## config.mk

```make
export PLATFORM = sky130hd
export DESIGN_NAME = sram_frame_writer
export DESIGN_NICKNAME = d
export VERILOG_FILES = /design/src/rtl/frame_writer_pkg.sv /design/src/rtl/word_fifo.sv /design/src/rtl/sram_frame_writer.sv
export SDC_FILE = /design/constraint.sdc
export NUM_CORES = 1
export LEC_CHECK = 0
export ABC_AREA = 1
export ABC_CLOCK_PERIOD_IN_PS = 4200
export CORE_ASPECT_RATIO = 1.4
export CORE_MARGIN = 2
export CORE_UTILIZATION = 30
export CTS_BUF_LIST = sky130_fd_sc_hd__clkbuf_4 sky130_fd_sc_hd__clkbuf_8
export CTS_CLUSTER_DIAMETER = 80
export DETAILED_ROUTE_END_ITERATION = 10
export PLACE_DENSITY_LB_ADDON = 0.15
export SETUP_SLACK_MARGIN = 0.15
export SLEW_MARGIN = 5
export SYNTH_ARGS = -nofsm -noshare
export SYNTH_HDL_FRONTEND = slang
export SYNTH_HIERARCHICAL = 1
export SYNTH_SLANG_ARGS = --single-unit
export TNS_END_PERCENT = 10
```

## constraint.sdc

```tcl
create_clock -name clk -period 4.2 [get_ports clk]
set_clock_uncertainty 0.05 [all_clocks]
set_input_delay 0.63 -clock clk [delete_from_list [all_inputs] [get_ports clk]]
set_output_delay 0.63 -clock clk [all_outputs]
set_load 0.03 [all_outputs]
```

## src/rtl/frame_writer_pkg.sv

```systemverilog
// Shared types and widths for the SRAM frame writer.
package frame_writer_pkg;
  localparam int PIX_W  = 16;
  localparam int WORD_W = 32;

  typedef enum logic [1:0] {
    IDLE  = 2'd0,
    ISSUE = 2'd1,
    WAIT  = 2'd2,
    LAST  = 2'd3
  } wr_state_e;
endpackage

```

## src/rtl/word_fifo.sv

```systemverilog
// Synchronous word FIFO, power-of-two depth, with a synchronous flush.
module word_fifo #(
  parameter int DEPTH = 4,
  parameter int WIDTH = 32
) (
  input  logic             clk,
  input  logic             reset,
  input  logic             clr,
  input  logic             push,
  input  logic [WIDTH-1:0] wdata,
  input  logic             pop,
  output logic [WIDTH-1:0] rdata,
  output logic             full,
  output logic             empty
);
  localparam int AW = $clog2(DEPTH);

  logic [WIDTH-1:0] mem [DEPTH];
  logic [AW:0]      wptr, rptr;
  logic             do_push, do_pop;

  assign empty   = (wptr == rptr);
  assign full    = (wptr[AW] != rptr[AW]) && (wptr[AW-1:0] == rptr[AW-1:0]);
  assign rdata   = mem[rptr[AW-1:0]];
  // A pop frees the head slot in the same edge, so push into a full FIFO is fine then.
  assign do_push = push & (~full | pop);
  assign do_pop  = pop & ~empty;

  always_ff @(posedge clk or negedge reset) begin
    if (!reset) begin
      wptr <= '0;
      rptr <= '0;
    end else if (clr) begin
      wptr <= '0;
      rptr <= '0;
    end else begin
      if (do_push) wptr <= wptr + 1'b1;
      if (do_pop)  rptr <= rptr + 1'b1;
    end
  end

  always_ff @(posedge clk) begin
    if (do_push) mem[wptr[AW-1:0]] <= wdata;
  end
endmodule

```

## src/rtl/sram_frame_writer.sv

```systemverilog
// Packs 16-bit pixel pairs into 32-bit words, queues them, and feeds the
// SRAM controller one word at a time while counting words in the frame.
module sram_frame_writer
  import frame_writer_pkg::*;
#(
  parameter int FIFO_DEPTH  = 4,
  parameter int FRAME_WORDS = 38400,
  parameter int ADDR_W      = 18
) (
  input  logic              clk,
  input  logic              reset,
  input  logic              frame_start,
  input  logic [ADDR_W-1:0] frame_base,
  input  logic              pix_valid,
  input  logic [PIX_W-1:0]  pix_data,
  output logic              sram_start_write,
  output logic              sram_wren,
  output logic [WORD_W-1:0] sram_data_write,
  output logic [ADDR_W-1:0] sram_starting_address,
  output logic              sram_counter_done,
  input  logic              sram_done,
  output logic              busy,
  output logic              frame_done,
  output logic              overflow,
  output logic [15:0]       words_written
);
  localparam logic [15:0] FW = 16'(FRAME_WORDS);

  wr_state_e         state, state_nxt;
  logic              half;
  logic [PIX_W-1:0]  held;
  logic [15:0]       pack_cnt;
  logic              start_ok, pix_take, push, pop;
  logic              fifo_full, fifo_empty;
  logic [WORD_W-1:0] fifo_head;

  assign start_ok = frame_start & ~busy;
  // Packing stops once a full frame's worth of words has been queued.
  assign pix_take = busy & pix_valid & (pack_cnt != FW);
  assign push     = pix_take & half;
  assign pop      = (state == WAIT) & sram_done;

  word_fifo #(.DEPTH(FIFO_DEPTH), .WIDTH(WORD_W)) u_fifo (
    .clk   (clk),
    .reset (reset),
    .clr   (state == LAST),
    .push  (push),
    .wdata ({held, pix_data}),
    .pop   (pop),
    .rdata (fifo_head),
    .full  (fifo_full),
    .empty (fifo_empty)
  );

  always_ff @(posedge clk or negedge reset) begin
    if (!reset) state <= IDLE;
    else        state <= state_nxt;
  end

  always_comb begin
    state_nxt = state;
    case (state)
      IDLE:    if (!fifo_empty) state_nxt = ISSUE;
      ISSUE:   state_nxt = WAIT;
      WAIT:    if (sram_done) state_nxt = (words_written + 16'd1 == FW) ? LAST : IDLE;
      LAST:    state_nxt = IDLE;
      default: state_nxt = IDLE;
    endcase
  end

  always_ff @(posedge clk or negedge reset) begin
    if (!reset) begin
      busy                  <= 1'b0;
      overflow              <= 1'b0;
      half                  <= 1'b0;
      held                  <= '0;
      pack_cnt              <= '0;
      words_written         <= '0;
      sram_starting_address <= '0;
    end else if (start_ok) begin
      busy                  <= 1'b1;
      overflow              <= 1'b0;
      half                  <= 1'b0;
      pack_cnt              <= '0;
      words_written         <= '0;
      sram_starting_address <= frame_base;
    end else begin
      if (pix_take) begin
        half <= ~half;
        if (!half) held <= pix_data;
      end
      // Dropped words do not advance the pack count, so the frame can still complete.
      if (push && fifo_full && !pop) overflow <= 1'b1;
      else if (push)                 pack_cnt <= pack_cnt + 16'd1;
      if (pop)                       words_written <= words_written + 16'd1;
      if (state == LAST)             busy <= 1'b0;
    end
  end

  assign sram_start_write  = (state == ISSUE);
  assign sram_wren         = (state == ISSUE) || (state == WAIT);
  assign sram_data_write   = sram_wren ? fifo_head : '0;
  assign sram_counter_done = sram_wren && (words_written == FW - 16'd1);
  assign frame_done        = (state == LAST);
endmodule

```

Word level (Yosys, flattened, before mapping)
Memory sizes are Yosys's and may differ from the RTL's.
Cells that the tools add are included.
Word-level totals
  input bits: 39
  logic and storage cells: 79
  memories kept: 1
  bits in registers: 77
  bits in writable memories: 128
  output and inout bits: 72
Operators by class
  bitwise logic cells: 13
  multiplexer cells: 22
  eq/ne operators: 12
  $add $sub $neg: 4
  reduce and logical (&&, ||, !) cells: 17
Memories
  u_fifo.mem: words 4, width 32, rd ports 1, clocked after memory_dff 0, wr ports 1, line word_fifo.sv:18  | logic [WIDTH-1:0] mem [DEPTH];
Operators with widths (number)
  2-to-1 mux 16 bit: 5
  adder 16 x 1 -> 16 bit, second input constant: 2
  equality test 16 bit, second input constant: 2
  2-to-1 mux 32 bit: 1
  inequality test 16 bit, second input constant: 1
  nonzero test 2 bit: 7
  2-to-1 mux 3 bit: 4
  2-to-1 mux 1 bit: 8
  case mux 2 bit (4 select lines): 1
  bitwise AND 1 bit: 7
  adder 3 x 1 -> 3 bit, second input constant: 2
  2-to-1 mux 2 bit: 3
  inequality test 2 bit, second input constant: 3
  NOT 1 bit: 5
  equality test 2 bit, second input constant: 2
  logical AND 1 bit: 4
  AND reduction 2 bit: 2
  equality test 3 bit: 1
  AND reduction 3 bit: 1
  equality test 2 x 1 -> 1 bit, second input constant: 1
  equality test 2 bit: 1
  zero test 2 bit: 1
  zero test 1 bit: 1
  logical OR 1 bit: 1
  2 further kinds: 2

Longest topological paths before layout
Gate-level depths: netlist (run 1).
  word-level depth: 7
  mapped depth: 12
  mapped depth without buffers: 12

Hierarchy
The synthesis (run 1) kept the hierarchy.
Modules (own cells, without submodules)
  word_fifo: sequential area each 3993.8 um2, area an instance 5206.2 um2, cells an instance 372, instances 1
  sram_frame_writer: sequential area each 1776.7 um2, area an instance 3973.8 um2, cells an instance 548, instances 1

Worst setup path before layout (run 1)
No wires, ideal clock.
  path kind: register -> register
  from: register pack_cnt[0]
  to: memory u_fifo.mem[2][0], enable pin
  slack: 1.211 ns
  cell stages (with the launch flop): 10
  library setup time: 0.421 ns
  path buffers: 0
  data arrival time: 2.518 ns
  data required time: 3.729 ns
  path through: dfrtp_1 inv_1 ha_1 nand3_1 nor2_1 nand2_1 nand2_2 nor2_4 nand2_4 nor2_1
On the way
  cells in the longest elaborated chain, start to end: 6
RTL lines
  start: declaration: line sram_frame_writer.sv:32  | logic [15:0] pack_cnt;
  start signal: assignment: line sram_frame_writer.sv:94  | else if (push) pack_cnt <= pack_cnt + 16'd1;
  inequality test 16 bit: line sram_frame_writer.sv:39  | assign pix_take = busy & pix_valid & (pack_cnt != FW);
  bitwise AND 1 bit: line sram_frame_writer.sv:39
  bitwise AND 1 bit: line sram_frame_writer.sv:40  | assign push = pix_take & half;
  via push: line sram_frame_writer.sv:33  | logic start_ok, pix_take, push, pop;
  bitwise AND 1 bit: line word_fifo.sv:26  | assign do_push = push & (~full | pop);
  2-to-1 mux 1 bit: line word_fifo.sv:43  | if (do_push) mem[wptr[AW-1:0]] <= wdata;
  2-to-1 mux 1 bit (implied by the code): line word_fifo.sv:43
  end: declaration: line word_fifo.sv:18
The timed path passes the listed nets, and every way through them passes these cells.

Final worst setup path (run 1)
  from: register state[0]
  to: output port sram_data_write[12]
On the way
  cells in the longest elaborated chain, start to end: 3
  elaborated cells on any way between the ends: 4
RTL lines
  start: declaration: line sram_frame_writer.sv:29  | wr_state_e state, state_nxt;
  start signal: assignment: line sram_frame_writer.sv:57  | else state <= state_nxt;
  equality test 2 x 1 -> 1 bit / equality test 2 bit (equally long branches): line sram_frame_writer.sv:101  | assign sram_wren = (state == ISSUE) || (state == WAIT);
  logical OR 1 bit (*): line sram_frame_writer.sv:101
  2-to-1 mux 32 bit (*): line sram_frame_writer.sv:102  | assign sram_data_write = sram_wren ? fifo_head : '0;
  end: declaration: line sram_frame_writer.sv:18  | output logic [WORD_W-1:0] sram_data_write,
Mark *: on every way between the ends. The rest lies on a longest branch, timed or not.

==> flow_summary.toml, run 1 <==
[grt]
antenna_found_initial = 1
grt_pass1_vias = 6688
grt-ovfl-total = 0
grt_start_max_net_pins = 68
grt_pass1_wl_um = 36700
track_usage = 0.143

[cells_and_area]
design_area_um2 = 11400
drive_gt1_frac = 0.101
utilization = 0.379
syn2layout_area_growth_pct = 24.1
fillCellCount = 3087
diodes = 0
final_nets = 1092

[synth]
synth_enable_flop_cells = 128
synth_top_family_by_area = "simple AND/OR/NAND/NOR gates"
yosys_warnings = 6
netlist_area_um2 = 9180
synth_xor_area_frac = 0.0170
synthCells = 920
ys.flop_type = "edfxtp_1"
synthAdderAreaFrac = 0.0164
ys_types = 32
syn_area_per_cell_um2 = 9.98
ys_ff_latch = 205
synth_compound_area_frac = 0.0886
ys_async_sr_fraction = 0.376
ys_seq_area_frac = 0.629
synthMuxAreaShare = 0
yosys.area_share.simple = 0.191
synth_nets = 971

[sta]
rsz0062_at_grt = "false"
final.min_clock_period_ns = 3.52
timing_hold_violations_final = 0
finalSetupTns_ns = 0
setup_viol = 0
fin_crit_sh = 0.839
maxClockFrequency_ghz = 0.284
report.final.slew_viol_count = 0
maxSlewHeadroom = 0.436
worst_pin_slew_ns = 0.843

[drt]
drt-total-wl_um = 23200
antenna_left = 0
firstDrtPassIters = 4
drc_errors = 0
drt_iter0_drc = 278
wl_per_cell_um = 16.0
vias = 6645
vias_per_cell = 4.57

[floorplan]
fp-row-count = 75
core_area_um2 = 30000
io_pins = 111
die_area_um2 = 32000
die_w_um = 152
start_util = 0.306
fp.dieH_um = 211

[power]
p_switching_mw = 3.24
powerDensity_nw_per_um2 = 698
internal-power_mw = 4.72
power.leakage_nw = 4.66
p_clk_frac = 0.224
p_sw_frac = 0.407
power_frac_seq = 0.358
ir_drop_mv = 0.355
combinationalPowerShare = 0.417

[clock_network]
path_clk_slew_ns = 0.05
tritoncts = "built"
cts_buffer_depth = 3
clock-sinks = 205
htreeDepth = 2
cts-buffers-inserted = 35
post_cts_resized = 0
root_buffer = "clkbuf_8"
cts_hold_buf = 0
cts_setup_buffers = 0
clk_latency_ns = 0.51

[placement]
place.gp.congestion = 0.785
portBuffers = 110
post-dp-hpwl_um = 15100
dpl_cell_area_um2 = 10700

[worst_setup_path]
cp.required_ns = 3.52
endpoint_kind = "primary output"
path_cells = "inv_1 -> ha_1 -> buf_4 -> nand2_1 -> inv_1 -> clkdlybuf4s50_1"
crit_family = "buffers and inverters"
path_class = "register to primary output"
crit_slowest_cell = "clkdlybuf4s50_1"
cp_max_fo = 23
max_stage_delay_ns = 0.66
start_kind = "register"
crit_buf_inv = 4
cp_common_cell = "inv_1"
worstPathArrival_ns = 2.84

[run]
cap_violations = 0

[outcome]
status = "finished clean"

[min_path]
hold_class = "primary input to asynchronous set/reset pin"
==> through the flow <==
| stage | std cells | worst slack, ns | total power, mW | hold slack [ns] |
|---|---|---|---|---|
| 6_report | 1453 | 0.676 | 7.96 | 0.143 |
| 5_1_grt | 1453 | 0.460 | 8.49 | 0.197 |
| 4_1_cts | 1453 | 0.617 | 8.12 | 0.167 |
| 3_5_place_dp | 1389 | 1.10 | 6.28 | 0.414 |
| 3_3_place_gp | 1389 | 1.10 | 6.25 | 0.412 |
| 2_1_floorplan | 920 | 1.21 | 4.93 | 0.284 |
==> sequential cells by signal, summed over array words and instances (netlist names) <==
signal,cells
overflow,1
held,16
u_fifo/rptr,3
words_written,16
busy,1
u_fifo/wptr,3
half,1
sram_starting_address,18
state,2
pack_cnt,16
u_fifo/mem,128
==> power by group through the flow <==
stage	logic, mW	registers [mW]	clock network (mW)
floorplan	1.96	2.98	0
global placement	3.36	2.89	0
detailed placement	3.38	2.90	0
CTS	3.39	2.86	1.86
global route	3.64	2.90	1.94
finish	3.32	2.85	1.78
==> synthesized netlist by cell type, types with 4 or more instances <==
master	count	area, um2
a21oi_1	7	35.0
buf_2	11	55.1
clkbuf_1	21	78.8
dfrtp_1	77	1930
edfxtp_1	128	3840
ha_1	12	150
inv_1	86	323
nand2_1	216	811
nand2_2	8	50.1
nand3_1	37	185
nand4_1	16	100
nor2_1	109	409
nor2_2	4	25.0
nor2_4	4	45.0
nor3_1	7	35.0
o21ai_0	91	455
o21ai_1	6	30.0
o21ai_2	5	43.8
o22ai_1	37	231
xor2_1	13	114
==> layout make-up <==
type | count | area (um2) | share of cell area
Sequential cell | 205 | 5770 | 0.507
Multi-Input combinational cell | 586 | 2900 | 0.255
Timing Repair Buffer | 124 | 1200 | 0.106
Clock buffer | 52 | 641 | 0.0562
Tap cell | 385 | 482 | 0.0423
Inverter | 89 | 334 | 0.0293
Clock inverter | 12 | 57.6 | 0.00505
==> final timing paths <==
path | cells after the start | endpoint | start | slack (ns)
setup reg to reg | 10 | u_fifo/mem[1][10] | pack_cnt[0] | 1.45
hold / removal | 1 | words_written[10] | reset | 0.14
min in group clk | 2 | sram_starting_address[10] | sram_starting_address[10] | 0.43
max in group asynchronous | 2 | pack_cnt[6] | reset | 3.15
setup / recovery | 6 | sram_data_write[12] | state[0] | 0.68
hold reg to reg | 2 | sram_starting_address[10] | sram_starting_address[10] | 0.43
==> logic make-up after synthesis <==
kind of cell | after synthesis
AOI/OAI and AO/OA | 148
xor gates and xnor gates | 17
adders and majority gates | 12
buffers and inverters | 129
DFF | 205
and+or+nand+nor | 409
==> cells in the final DEF (no fill, tap or decap) <==
cell type and n:
a21oi_1 7, a22o_1 2, buf_4 15, clkbuf_4 12, clkbuf_8 40, clkdlybuf4s50_1 109
clkinv_1 7, clkinv_2 3, clkinvlp_4 1, dfrtp_1 76, dfrtp_2 1, edfxtp_1 128
ha_1 12, inv_1 86, inv_2 3, inv_6 1, nand2_1 216, nand2_2 8
nand2_4 3, nand3_1 37, nand3_2 2, nand4_1 16, nand4_4 1, nor2_1 106
nor2_2 4, nor2_4 7, nor3_1 7, nor3_4 1, nor4_1 1, o21ai_0 91
o21ai_1 6, o21ai_2 5, o22ai_1 37, xnor2_1 3, xnor2_2 1, xor2_1 13
==> layer usage <==
layer / vias to the layer above / GRT usage / part of all wire
li1: 3326 / - / -
met1: 3167 / 0.168 / 0.42
met2: 122 / 0.263 / 0.52
met3: 28 / 0.0308 / 0.044
met4: 2 / 0.0409 / 0.018
met5: - / 0 / 0.00056
No activity file was read; power rests on OpenSTA's default activity.
==> run 2, diff against run 1 <==
--- a/config.mk
+++ b/config.mk
@@ -6,7 +6,7 @@
 export NUM_CORES = 1
 export LEC_CHECK = 0
 export ABC_AREA = 1
-export ABC_CLOCK_PERIOD_IN_PS = 4200
+export ABC_CLOCK_PERIOD_IN_PS = 3500
 export CORE_ASPECT_RATIO = 1.4
 export CORE_MARGIN = 2
 export CORE_UTILIZATION = 30
==> constraint.sdc (replaced) <==
create_clock -name clk -period 3.5 [get_ports clk]
set_clock_uncertainty 0.05 [all_clocks]
set_input_delay 0.525 -clock clk [delete_from_list [all_inputs] [get_ports clk]]
set_output_delay 0.525 -clock clk [all_outputs]
set_load 0.03 [all_outputs]
==> flow_summary.toml, run 2 (synthesis gave the netlist of run 1 again) <==
[clock_network]
root_buffer = "clkbuf_8"
cts-buffers-inserted = 35
htreeDepth = 2
post_cts_resized = 0
path_clk_slew_ns = 0.07
clock-sinks = 205
cts_setup_buffers = 0
cts_hold_buf = 0
tritoncts = "built"
cts_buffer_depth = 3
clk_latency_ns = 0.52

[worst_setup_path]
cp_max_fo = 52
crit_slowest_cell = "clkdlybuf4s50_1"
cp-endpoint = "sram_data_write[26]"
path_cells = "buf_4 -> o21ai_0 -> o22ai_1 -> nand2_1 -> inv_1 -> clkdlybuf4s50_1"
endpoint_kind = "primary output"
reg2reg_from = "state[0]"
worstSetupStartpoint = "u_fifo/rptr[0]"
path_class = "register to primary output"
rrSetupSlack_ns = 1.21
worstPathArrival_ns = 2.54
start_kind = "register"
worstRegToRegCells = 9
cp.required_ns = 2.92
r2r-end = "u_fifo/mem[1][13]"
max_stage_delay_ns = 0.66

[cells_and_area]
syn2layout_area_growth_pct = 25.3
utilization = 0.383
most-common-layout-cells = "216 x nand2_1, 128 x edfxtp_1, 106 x nor2_1"
largest_reg_flops = 128
final_common_cell = "nand2_1"
stdcell_count = 1461
diodes = 0
drive_gt1_frac = 0.121
fillCellCount = 3079
final_nets = 1100

[floorplan]
die_area_um2 = 32000
start_util = 0.306
fp-row-count = 75
die_w_um = 152
io_pins = 111
core_area_um2 = 30000
fp.dieH_um = 211

[sta]
fin_crit_sh = 0.890
rsz0062_at_grt = "false"
setup_slack_ns = 0.386
maxSlewHeadroom = 0.352
timing_hold_violations_final = 0
report.final.slew_viol_count = 0
final.min_clock_period_ns = 3.11
worst_pin_slew_ns = 0.972
finalSetupTns_ns = 0
maxClockFrequency_ghz = 0.321
setup_viol = 0

[power]
p_clk_frac = 0.220
combinationalPowerShare = 0.431
p_sw_frac = 0.406
power.leakage_nw = 4.74
ir_drop_mv = 0.320
total_power_mw = 9.72
powerDensity_nw_per_um2 = 845
internal-power_mw = 5.77
p_switching_mw = 3.95
power_frac_seq = 0.349

[grt]
grt_pass1_vias = 6812
grt-ovfl-total = 0
grt_start_max_net_pins = 69
track_usage = 0.149
grt_pass1_wl_um = 37800
antenna_found_initial = 1

[drt]
vias = 6805
vias_per_cell = 4.66
firstDrtPassIters = 6
drc_errors = 0
drt_iter0_drc = 281
antenna_left = 0
wl_per_cell_um = 16.4
drt-total-wl_um = 23900

[run]
cap_violations = 0

[min_path]
hold_class = "primary input to asynchronous set/reset pin"

[outcome]
status = "finished clean"

[placement]
preCtsSetupSlack_ns = 0.926
portBuffers = 110
post-dp-hpwl_um = 15100
place.gp.congestion = 0.776
placed_cells = 1397
==> run 2: cell types whose count changed in the layout (fill, tap and decap cells not counted), sizes merged <==
cell           delta
clkdlybuf4s50    -12
clkinv            -3
buf              +20
clkbuf            +3
==> run 2: stage by stage <==
stage	hold WS (ns)	instance area [um2]
final	0.0717	11500
after global placement	0.412	10800
after detailed placement	0.416	10800
after floorplan	0.179	9180
after global routing	0.154	11500
after CTS	0.104	11500
==> run 2: power by group through the flow <==
stage	combinational [mW]	clock [mW]	sequential, mW
global route	4.58	2.32	3.45
global placement	4.27	0	3.43
finish	4.19	2.14	3.39
detailed placement	4.26	0	3.44
CTS	4.27	2.23	3.40
floorplan	2.35	0	3.57
==> run 2: cell type report <==
class,count,area (um2),area share
sequential,205,5770,0.502
multi-input combinational,586,2900,0.252
timing repair buffer,132,1320,0.115
clock buffer,55,651,0.0566
tap,385,482,0.0419
inverter,89,334,0.0290
clock inverter,9,45.0,0.00392
==> run 2: worst min-delay path by stage <==
stage                                      to                 startpoint  slack [ns]
floorplan                                busy                      reset        0.18
global placement    sram_starting_address[12]  sram_starting_address[12]        0.41
detailed placement  sram_starting_address[10]  sram_starting_address[10]        0.42
CTS                            u_fifo/wptr[1]                      reset        0.10
global route                   u_fifo/wptr[0]                      reset        0.15
finish                         u_fifo/wptr[0]                      reset        0.07
==> run 2: critical path, delay by kind of cell, from the launching register on <==
family	cells	cell delay (ns)
AO/OA/AOI/OAI	2	0.34
flip-flops	1	0.38
buffers and inverters	3	1.20
AND/OR/NAND/NOR	1	0.08
==> run 2: routing by layer <==
layer	GRT usage	share of wire	vias to the layer above	routed length (um)
met5	0	0.00050	-	12
met4	0.0464	0.019	2	461
met3	0.0345	0.045	41	1070
met2	0.270	0.52	125	12400
met1	0.174	0.42	3297	9980
li1	-	-	3340	-
